File: src/rtl/sram_like_arbiter_pkg.sv
// Shared sram-like bus encodings and arbitration mode constants.
package sram_like_arbiter_pkg;

  localparam logic [2:0] SRAM_SIZE_BYTE = 3'd0;
  localparam logic [2:0] SRAM_SIZE_HALF = 3'd1;
  localparam logic [2:0] SRAM_SIZE_WORD = 3'd2;

  localparam int ARB_MODE_FIXED = 0;
  localparam int ARB_MODE_RR    = 1;

  function automatic int id_width(input int n_ch);
    return (n_ch > 2) ? $clog2(n_ch) : 1;
  endfunction

endpackage

File: src/rtl/sram_like_arbiter_id_fifo.sv
// In-order FIFO of channel ids for accepted-but-not-returned requests.
module arb_id_fifo #(
  parameter  int ID_W  = 1,
  parameter  int DEPTH = 4,
  localparam int PTR_W = $clog2(DEPTH),
  localparam int CNT_W = PTR_W + 1
) (
  input  logic             clk,
  input  logic             resetn,
  input  logic             push,
  input  logic             pop,
  input  logic [ID_W-1:0]  din,
  output logic [ID_W-1:0]  dout,
  output logic [CNT_W-1:0] count,
  output logic             full,
  output logic             empty
);

  logic [ID_W-1:0]  mem [DEPTH];
  logic [PTR_W-1:0] wr_ptr;
  logic [PTR_W-1:0] rd_ptr;
  logic             push_en;
  logic             pop_en;

  assign full    = (count == CNT_W'(DEPTH));
  assign empty   = (count == '0);
  assign push_en = push & ~full;
  assign pop_en  = pop & ~empty;
  assign dout    = mem[rd_ptr];

  always_ff @(posedge clk) begin
    if (push_en) mem[wr_ptr] <= din;
  end

  // DEPTH is a power of two, so pointers wrap naturally.
  always_ff @(posedge clk) begin
    if (!resetn) begin
      wr_ptr <= '0;
      rd_ptr <= '0;
      count  <= '0;
    end else begin
      if (push_en) wr_ptr <= wr_ptr + 1'b1;
      if (pop_en)  rd_ptr <= rd_ptr + 1'b1;
      case ({push_en, pop_en})
        2'b10:   count <= count + 1'b1;
        2'b01:   count <= count - 1'b1;
        default: count <= count;
      endcase
    end
  end

endmodule

File: src/rtl/sram_like_arbiter.sv
// N-channel sram-like master merger onto one slave port, with in-order
// return routing through an id FIFO.
module sram_like_arbiter
  import sram_like_arbiter_pkg::*;
#(
  parameter  int N_CH        = 2,
  parameter  int OUTSTANDING = 4,
  parameter  int RR_MODE     = ARB_MODE_RR,
  localparam int ID_W        = id_width(N_CH),
  localparam int CNT_W       = $clog2(OUTSTANDING) + 1
) (
  input  logic                 clk,
  input  logic                 resetn,
  input  logic [N_CH-1:0]      m_req,
  input  logic [N_CH-1:0]      m_wr,
  input  logic [3*N_CH-1:0]    m_size,
  input  logic [32*N_CH-1:0]   m_addr,
  input  logic [4*N_CH-1:0]    m_wstrb,
  input  logic [32*N_CH-1:0]   m_wdata,
  output logic [N_CH-1:0]      m_addrok,
  output logic [N_CH-1:0]      m_dataok,
  output logic [31:0]          m_rdata,
  output logic                 s_req,
  output logic                 s_wr,
  output logic [2:0]           s_size,
  output logic [31:0]          s_addr,
  output logic [3:0]           s_wstrb,
  output logic [31:0]          s_wdata,
  input  logic                 s_addrok,
  input  logic                 s_dataok,
  input  logic [31:0]          s_rdata,
  output logic [CNT_W-1:0]     outstanding_cnt,
  output logic                 proto_err
);

  logic            lock;
  logic [ID_W-1:0] locked_id;
  logic [ID_W-1:0] rr_ptr;
  logic [ID_W-1:0] grant;
  logic [ID_W-1:0] next_ptr;
  logic [ID_W-1:0] head_id;
  logic [ID_W-1:0] off;
  logic [ID_W:0]   grant_sum;
  logic [N_CH-1:0] req_rot;
  logic            any_cand;
  logic            full;
  logic            empty;
  logic            accept;
  logic            pop;

  function automatic logic [ID_W-1:0] first_set(input logic [N_CH-1:0] v);
    logic [ID_W-1:0] idx;
    idx = '0;
    for (int i = N_CH - 1; i >= 0; i--) begin
      if (v[i]) idx = ID_W'(i);
    end
    return idx;
  endfunction

  // Search requests rotated so rr_ptr sits at bit 0; in fixed mode rr_ptr
  // never leaves 0, which reduces this to lowest-index priority.
  always_comb begin
    req_rot   = N_CH'({m_req, m_req} >> rr_ptr);
    off       = first_set(req_rot);
    grant_sum = {1'b0, rr_ptr} + {1'b0, off};
    if (grant_sum >= (ID_W + 1)'(N_CH)) grant_sum = grant_sum - (ID_W + 1)'(N_CH);
    grant    = lock ? locked_id : grant_sum[ID_W-1:0];
    any_cand = lock | (|m_req);
  end

  assign s_req    = any_cand & ~full;
  assign accept   = s_req & s_addrok;
  assign pop      = s_dataok & ~empty;
  assign next_ptr = (grant == ID_W'(N_CH - 1)) ? '0 : grant + 1'b1;

  assign s_wr    = s_req & m_wr[grant];
  assign s_size  = s_req ? m_size[grant*3 +: 3]   : '0;
  assign s_addr  = s_req ? m_addr[grant*32 +: 32] : '0;
  assign s_wstrb = s_req ? m_wstrb[grant*4 +: 4]  : '0;
  assign s_wdata = s_req ? m_wdata[grant*32 +: 32] : '0;

  assign m_addrok = accept ? (N_CH'(1) << grant)   : '0;
  assign m_dataok = pop    ? (N_CH'(1) << head_id) : '0;
  assign m_rdata  = s_dataok ? s_rdata : '0;

  arb_id_fifo #(
    .ID_W  (ID_W),
    .DEPTH (OUTSTANDING)
  ) u_id_fifo (
    .clk    (clk),
    .resetn (resetn),
    .push   (accept),
    .pop    (pop),
    .din    (grant),
    .dout   (head_id),
    .count  (outstanding_cnt),
    .full   (full),
    .empty  (empty)
  );

  always_ff @(posedge clk) begin
    if (!resetn) begin
      lock      <= 1'b0;
      rr_ptr    <= '0;
      proto_err <= 1'b0;
    end else begin
      if (accept)     lock <= 1'b0;
      else if (s_req) lock <= 1'b1;
      if (accept && (RR_MODE == ARB_MODE_RR)) rr_ptr <= next_ptr;
      if (s_dataok && empty) proto_err <= 1'b1;
    end
  end

  // A stalled request keeps its channel until the slave takes it.
  always_ff @(posedge clk) begin
    if (s_req && !s_addrok) locked_id <= grant;
  end

endmodule

File: config.mk
export PLATFORM = sky130hd
export DESIGN_NAME = sram_like_arbiter
export DESIGN_NICKNAME = d
export VERILOG_FILES = /design/src/rtl/sram_like_arbiter_pkg.sv /design/src/rtl/sram_like_arbiter_id_fifo.sv /design/src/rtl/sram_like_arbiter.sv
export SDC_FILE = /design/constraint.sdc
export NUM_CORES = 1
export LEC_CHECK = 0
export CORE_AREA = 5 5 111 113
export CTS_BUF_LIST = sky130_fd_sc_hd__clkbuf_16
export DETAILED_ROUTE_END_ITERATION = 10
export DIE_AREA = 0 0 116 118
export GPL_TIMING_DRIVEN = 0
export PLACE_DENSITY = 0.71
export REMOVE_ABC_BUFFERS = 1
export SLEW_MARGIN = 20
export SYNTH_ARGS = -nofsm -noshare
export SYNTH_HDL_FRONTEND = slang
export SYNTH_HIERARCHICAL = 1
export SYNTH_SLANG_ARGS = --single-unit
File: constraint.sdc
create_clock -name clk -period 2.9 [get_ports clk]
set_clock_uncertainty 0.05 [all_clocks]
set_input_delay 0.58 -clock clk [delete_from_list [all_inputs] [get_ports clk]]
set_output_delay 0.58 -clock clk [all_outputs]
set_load 0.005 [all_outputs]
Word-level counts from Yosys, hierarchy flattened. Memory sizes are Yosys's and may differ from the RTL's. A register that Yosys moved wholly into a read port is not among the register bits. Index checks and enable logic that the tools add are counted.

Bits in writable memories: 4. Input bits: 182. Memories: 1. Flip-flop bits (word level): 11. Word-level logic and storage cells: 64.

Memory list: u_id_fifo.mem (words 4, width 1, read ports 1, clocked after memory_dff 1, wr ports 1, line sram_like_arbiter_id_fifo.sv:19) `logic [ID_W-1:0] mem [DEPTH];`.

Multiply operators: 1. Eq/ne operators: 3. Bitwise logic cells: 10. Shifts and indexed selects: 7. Multiplexer cells: 19. Order comparisons: 2. $add $sub $neg: 7. Reduce and logical (&&, ||, !) cells: 7.

Operator list (number): variable part select 64 x 7 -> 32 bit (2); two-way mux 32 bit (3); two-way mux 1 bit (9); two-way mux 2 bit (4); variable part select 8 x 4 -> 4 bit (1); bitwise AND 1 bit (6); case mux 3 bit (2 select lines) (1); variable part select 6 x 4 -> 3 bit (1); adder 2 x 1 -> 2 bit (second input constant) (2); two-way mux 4 bit (1); OR reduction 2 bit (2); left shift 1 x 1 -> 2 bit (first input constant) (2); right shift 4 x 1 -> 2 bit (1); adder 3 x 1 -> 3 bit (second input constant) (1); == test 3 bit (second input constant) (1); logical NOT 3 bit (1); multiplier 1 x 2 -> 3 bit (second input constant) (1); two-way mux 3 bit (1); inverter 1 bit (3); subtractor 3 x 1 -> 3 bit (second input constant) (1); adder 1 x 1 -> 2 bit (1); == test 2 x 1 -> 1 bit (second input constant) (1); == test 2 bit (second input constant) (1); >= comparator 2 bit (second input constant) (1); 7 further kinds (8).

Logic depth before layout (Yosys ltp).
Word-level depth: 10. Depth in mapped cells: 14. Mapped depth without buffers: 12.

Modules after synthesis. Netlist, hierarchy kept.

By module, submodules not included: sram_like_arbiter (seq. area each 90.1 sq um, cells an instance 317, instances 1, area an instance 1704.1 sq um); arb_id_fifo (seq. area each 300.3 sq um, cells an instance 59, instances 1, area an instance 636.9 sq um).

Least setup slack after synthesis. Ideal clock, no wire load.

Path kind: in2reg. Start: input port m_req[1]. End: register u_id_fifo.count[2]. Required time: 2774 ps. Cell stages on the path: 14. Buffers on the path: 2. Setup slack: 134 ps. Arrival time: 2641 ps. Cell sequence: nor3_1 > nor2_1 > buf_2 > nand2_1 > inv_1 > nor2b_1 > buf_2 > inv_1 > ha_1 > inv_1 > fa_1 > xor2_1 > or3_1 > a21boi_0.

Longest elaborated chain between the ends: 7. Elaborated cells between the ends (all ways): 9. Those cells by class: eq/ne (2); mux (1); bitwise (4); reduce/logical (2).

Ends and longest elaborated chain: from (decl) (line sram_like_arbiter.sv:14) `input logic [N_CH-1:0] m_req,`; OR reduction 2 bit * (line sram_like_arbiter.sv:68) `any_cand = lock | (|m_req);`; OR 1 bit * (line sram_like_arbiter.sv:68); bitwise AND 1 bit * (line sram_like_arbiter.sv:71) `assign s_req = any_cand & ~full;`; bitwise AND 1 bit * (line sram_like_arbiter.sv:72) `assign accept = s_req & s_addrok;`; net accept (line sram_like_arbiter.sv:48) `logic accept;`; bitwise AND 1 bit * (line sram_like_arbiter_id_fifo.sv:27) `assign push_en = push & ~full;`; == test 2 x 1 -> 1 bit / == test 2 bit (equally long branches) (line sram_like_arbiter_id_fifo.sv:44) `case ({push_en, pop_en})`; case mux 3 bit (2 select lines) / nonzero test 2 bit (equally long branches); to (signal assigned) (line sram_like_arbiter_id_fifo.sv:45) `2'b10: count <= count + 1'b1;`; to (signal assigned) (line sram_like_arbiter_id_fifo.sv:46) `2'b01: count <= count - 1'b1;`; to (signal assigned) (line sram_like_arbiter_id_fifo.sv:47) `default: count <= count;`; to (decl) (line sram_like_arbiter_id_fifo.sv:14) `output logic [CNT_W-1:0] count,`.

The timed path passes the listed nets; every way through them passes the cells marked *. A chain may end at the register's enable or synchronous reset.

Final worst setup path.
Start: register u_id_fifo.count[0]. End: output port s_addr[19].

Longest elaborated chain between the ends: 4.

Ends and longest elaborated chain: == test 3 bit (line sram_like_arbiter_id_fifo.sv:25) `assign full = (count == CNT_W'(DEPTH));`; net full (line sram_like_arbiter.sv:46) `logic full;`; inverter 1 bit (line sram_like_arbiter.sv:71); bitwise AND 1 bit (line sram_like_arbiter.sv:71); two-way mux 32 bit (line sram_like_arbiter.sv:78) `assign s_addr = s_req ? m_addr[grant*32 +: 32] : '0;`; to (decl) (line sram_like_arbiter.sv:26) `output logic [31:0] s_addr,`.

The timed path passes the listed nets, and every way through them passes these cells.

==> flow_metrics.env <==
export IMPL_tightest_slew_ps=449
export IMPL_core_mm2=0.0112
export IMPL_synth_most_common_cell="nand2_1"
export IMPL_wire_per_inst_um=17.8
export IMPL_end_kind="primary output"
export IMPL_drtIter0Drc=280
export IMPL_grt_max_degree=43
export IMPL_synth_edff_count=5
export IMPL_hold_path_class="flop to flop"
export IMPL_setup_violations=0
export IMPL_synth_top_area_share_pct=19.2
export IMPL_ys_ff_latch=17
export IMPL_die_w_um=116
export IMPL_cts_buffers=3
export IMPL_critPathMaxStageDelay_ps=520
export IMPL_period_needed_ps=2790
export IMPL_clkTransAtPathRegs_ps=50
export IMPL_route_vias_total=3865
export IMPL_tns_ps=0
export IMPL_clockBufferDepth=2
export IMPL_ys_warn_count=6
export IMPL_slew_headroom_pct=70.0
export IMPL_initial_core_util_pct=20.9
export IMPL_clock_root_buffer="clkbuf_16"
export IMPL_clkSinkCount=17
export IMPL_crit_buf_inv=3
export IMPL_wirelength_um=14200
export IMPL_drive_gt1_share_pct=8.52
export IMPL_yosysTopAreaCell="nand4_1"
export IMPL_ir_worst_vdd_mv=0.504
export IMPL_diodes=0
export IMPL_antenna_found_initial=0
export IMPL_placed_area_mm2=0.00546
export IMPL_num_rows=39
export IMPL_clock_latency_ps=250
export IMPL_p_leak_nw=2.58
export IMPL_io_buffers=294
export IMPL_design_area_mm2=0.00587
export IMPL_syn_area_mm2=0.00234
export IMPL_synth_distinct_cells=35
export IMPL_crit_family="buffers and inverters"
export IMPL_nNetsFinal=846
export IMPL_setup_worst_path_start_class="flop"
export IMPL_utilization_pct=52.3
export IMPL_dp_cells=777
export IMPL_synth_common_cells="nand2_1, nand4_1, o21ai_1, and2_1, clkbuf_1"
export IMPL_dp_hpwl_um=10400
export IMPL_worstPathArrival_ps=2160
export IMPL_finalHoldWorstSlack_ps=437
export IMPL_detailedRoute_firstPassIterationCount=4
export IMPL_drv_slew=0
export IMPL_grt_usage_pct=19.0
export IMPL_critPathMaxFanout=20
export IMPL_finalCritPeriodShare_pct=96.4
export IMPL_avgSynthCellArea_um2=6.23
export IMPL_grt_first_pass_wirelength_um=21000
export IMPL_h_tree_depth=1
export IMPL_synthTopCellsByArea="nand4_1, o21ai_1, nand2_1"
export IMPL_ios=295
export IMPL_gp_congestion=0.883
export IMPL_drtAntennaViolNets=0
export IMPL_synth_seq_area_share_pct=16.7
export IMPL_via_per_inst=4.83
export IMPL_hold_buffers=0
export IMPL_outcome="finished, final reports clean"
export IMPL_crit_slowest_cell="clkdlybuf4s50_1"
export IMPL_drc=0
export IMPL_synth_cells=376
export IMPL_crit_required_ps=2270
export IMPL_max_cap_violations=0
export IMPL_grt_overflow=0
export IMPL_die_area_mm2=0.0137
export IMPL_finalHoldViolCount=0
export IMPL_synthArstFlopShare_pct=0
export IMPL_crit_chain="nor3b_4 > nor2_4 > buf_4 > bufbuf_16 > nand2_1 > o21ai_1 > clkdlybuf4s50_1"
export IMPL_die_h_um=118
export IMPL_layout_cells_non_filler=800
export IMPL_synthFlopType="dfxtp_1"
export IMPL_power_density_mw_per_mm2=341
export IMPL_area_growth_synth_to_final_pct=151
export IMPL_grt_pass1_vias=3698
export IMPL_crit_type="flop to primary output"
export IMPL_max_freq_ghz=0.358
export IMPL_cts_tree="built"
logic make-up after synthesis:
| family | Yosys count | share of synthesized area, % |
|---|---|---|
| buf+inv | 52 | 10.1 |
| simple gates | 213 | 48.3 |
| fa+ha+maj | 6 | 3.53 |
| compound gates | 83 | 18.8 |
| mux | 3 | 1.82 |
| flops | 17 | 16.7 |
| xor+xnor | 2 | 0.748 |
stage by stage:
| stage | power, mW | setup WS (ps) |
|---|---|---|
| 2_1_floorplan | 0.808 | -4270 |
| 3_3_place_gp | 1.60 | -6480 |
| 6_report | 2.00 | 106 |
| 4_1_cts | 2.01 | 0.960 |
| 5_1_grt | 2.15 | -0.534 |
| 3_5_place_dp | 1.66 | -862 |
placed cells by master (no fill, tap or decap), types with 6 or more instances in the layout:
master and count:
clkdlybuf4s50_1 226, nand2_1 81, nand4_1 72, o21ai_1 67, dlygate4sd2_1 55, and2_1 40, dfxtp_1 9, inv_1 8
buf_4 7, buf_16 6, dlymetal6s2s_1 6
power breakdown:
group / switching, mW / internal (mW)
combinational: 0.575 / 0.827
clock: 0.0893 / 0.184
sequential: 0.0409 / 0.281
tightest hold or removal path: stages, from the launching register on:
cell     delay, ps
dfxtp_1        320
a21oi_1         40
nor2b_1         90
layout make-up:
type / count / area (um2)
fill: 1056 / 5360
clock inverter: 1 / 5.00
clock buffer: 3 / 75.1
inverter: 9 / 33.8
multi-input combinational: 309 / 1830
timing repair buffer: 318 / 3350
tap: 143 / 179
sequential: 17 / 394
final timing paths:
kind / start / endpoint / slack (ps) / cells after the start
min: proto_err / proto_err / 440 / 2
max reg2reg: u_id_fifo/count[0] / u_id_fifo/count[2] / 150 / 13
max: u_id_fifo/count[0] / s_addr[19] / 110 / 7
min reg2reg: proto_err / proto_err / 440 / 2
layer usage:
metal,vias up,global-route usage (%),routed length (um)
li1,1909,-,-
met1,1745,22.9,5280
met2,182,34.0,7410
met3,29,3.19,1210
met4,0,5.15,337
met5,-,0,0
timing repair:
item | in CTS | in global routing
setup buffers | 10 | 1
gates resized for setup | 87 | 19
pin swaps | 3 | 3
setup endpoints to repair | 111 | 40
gates cloned | 8 | 0
Note: power is estimated with default switching activity, not from simulation.
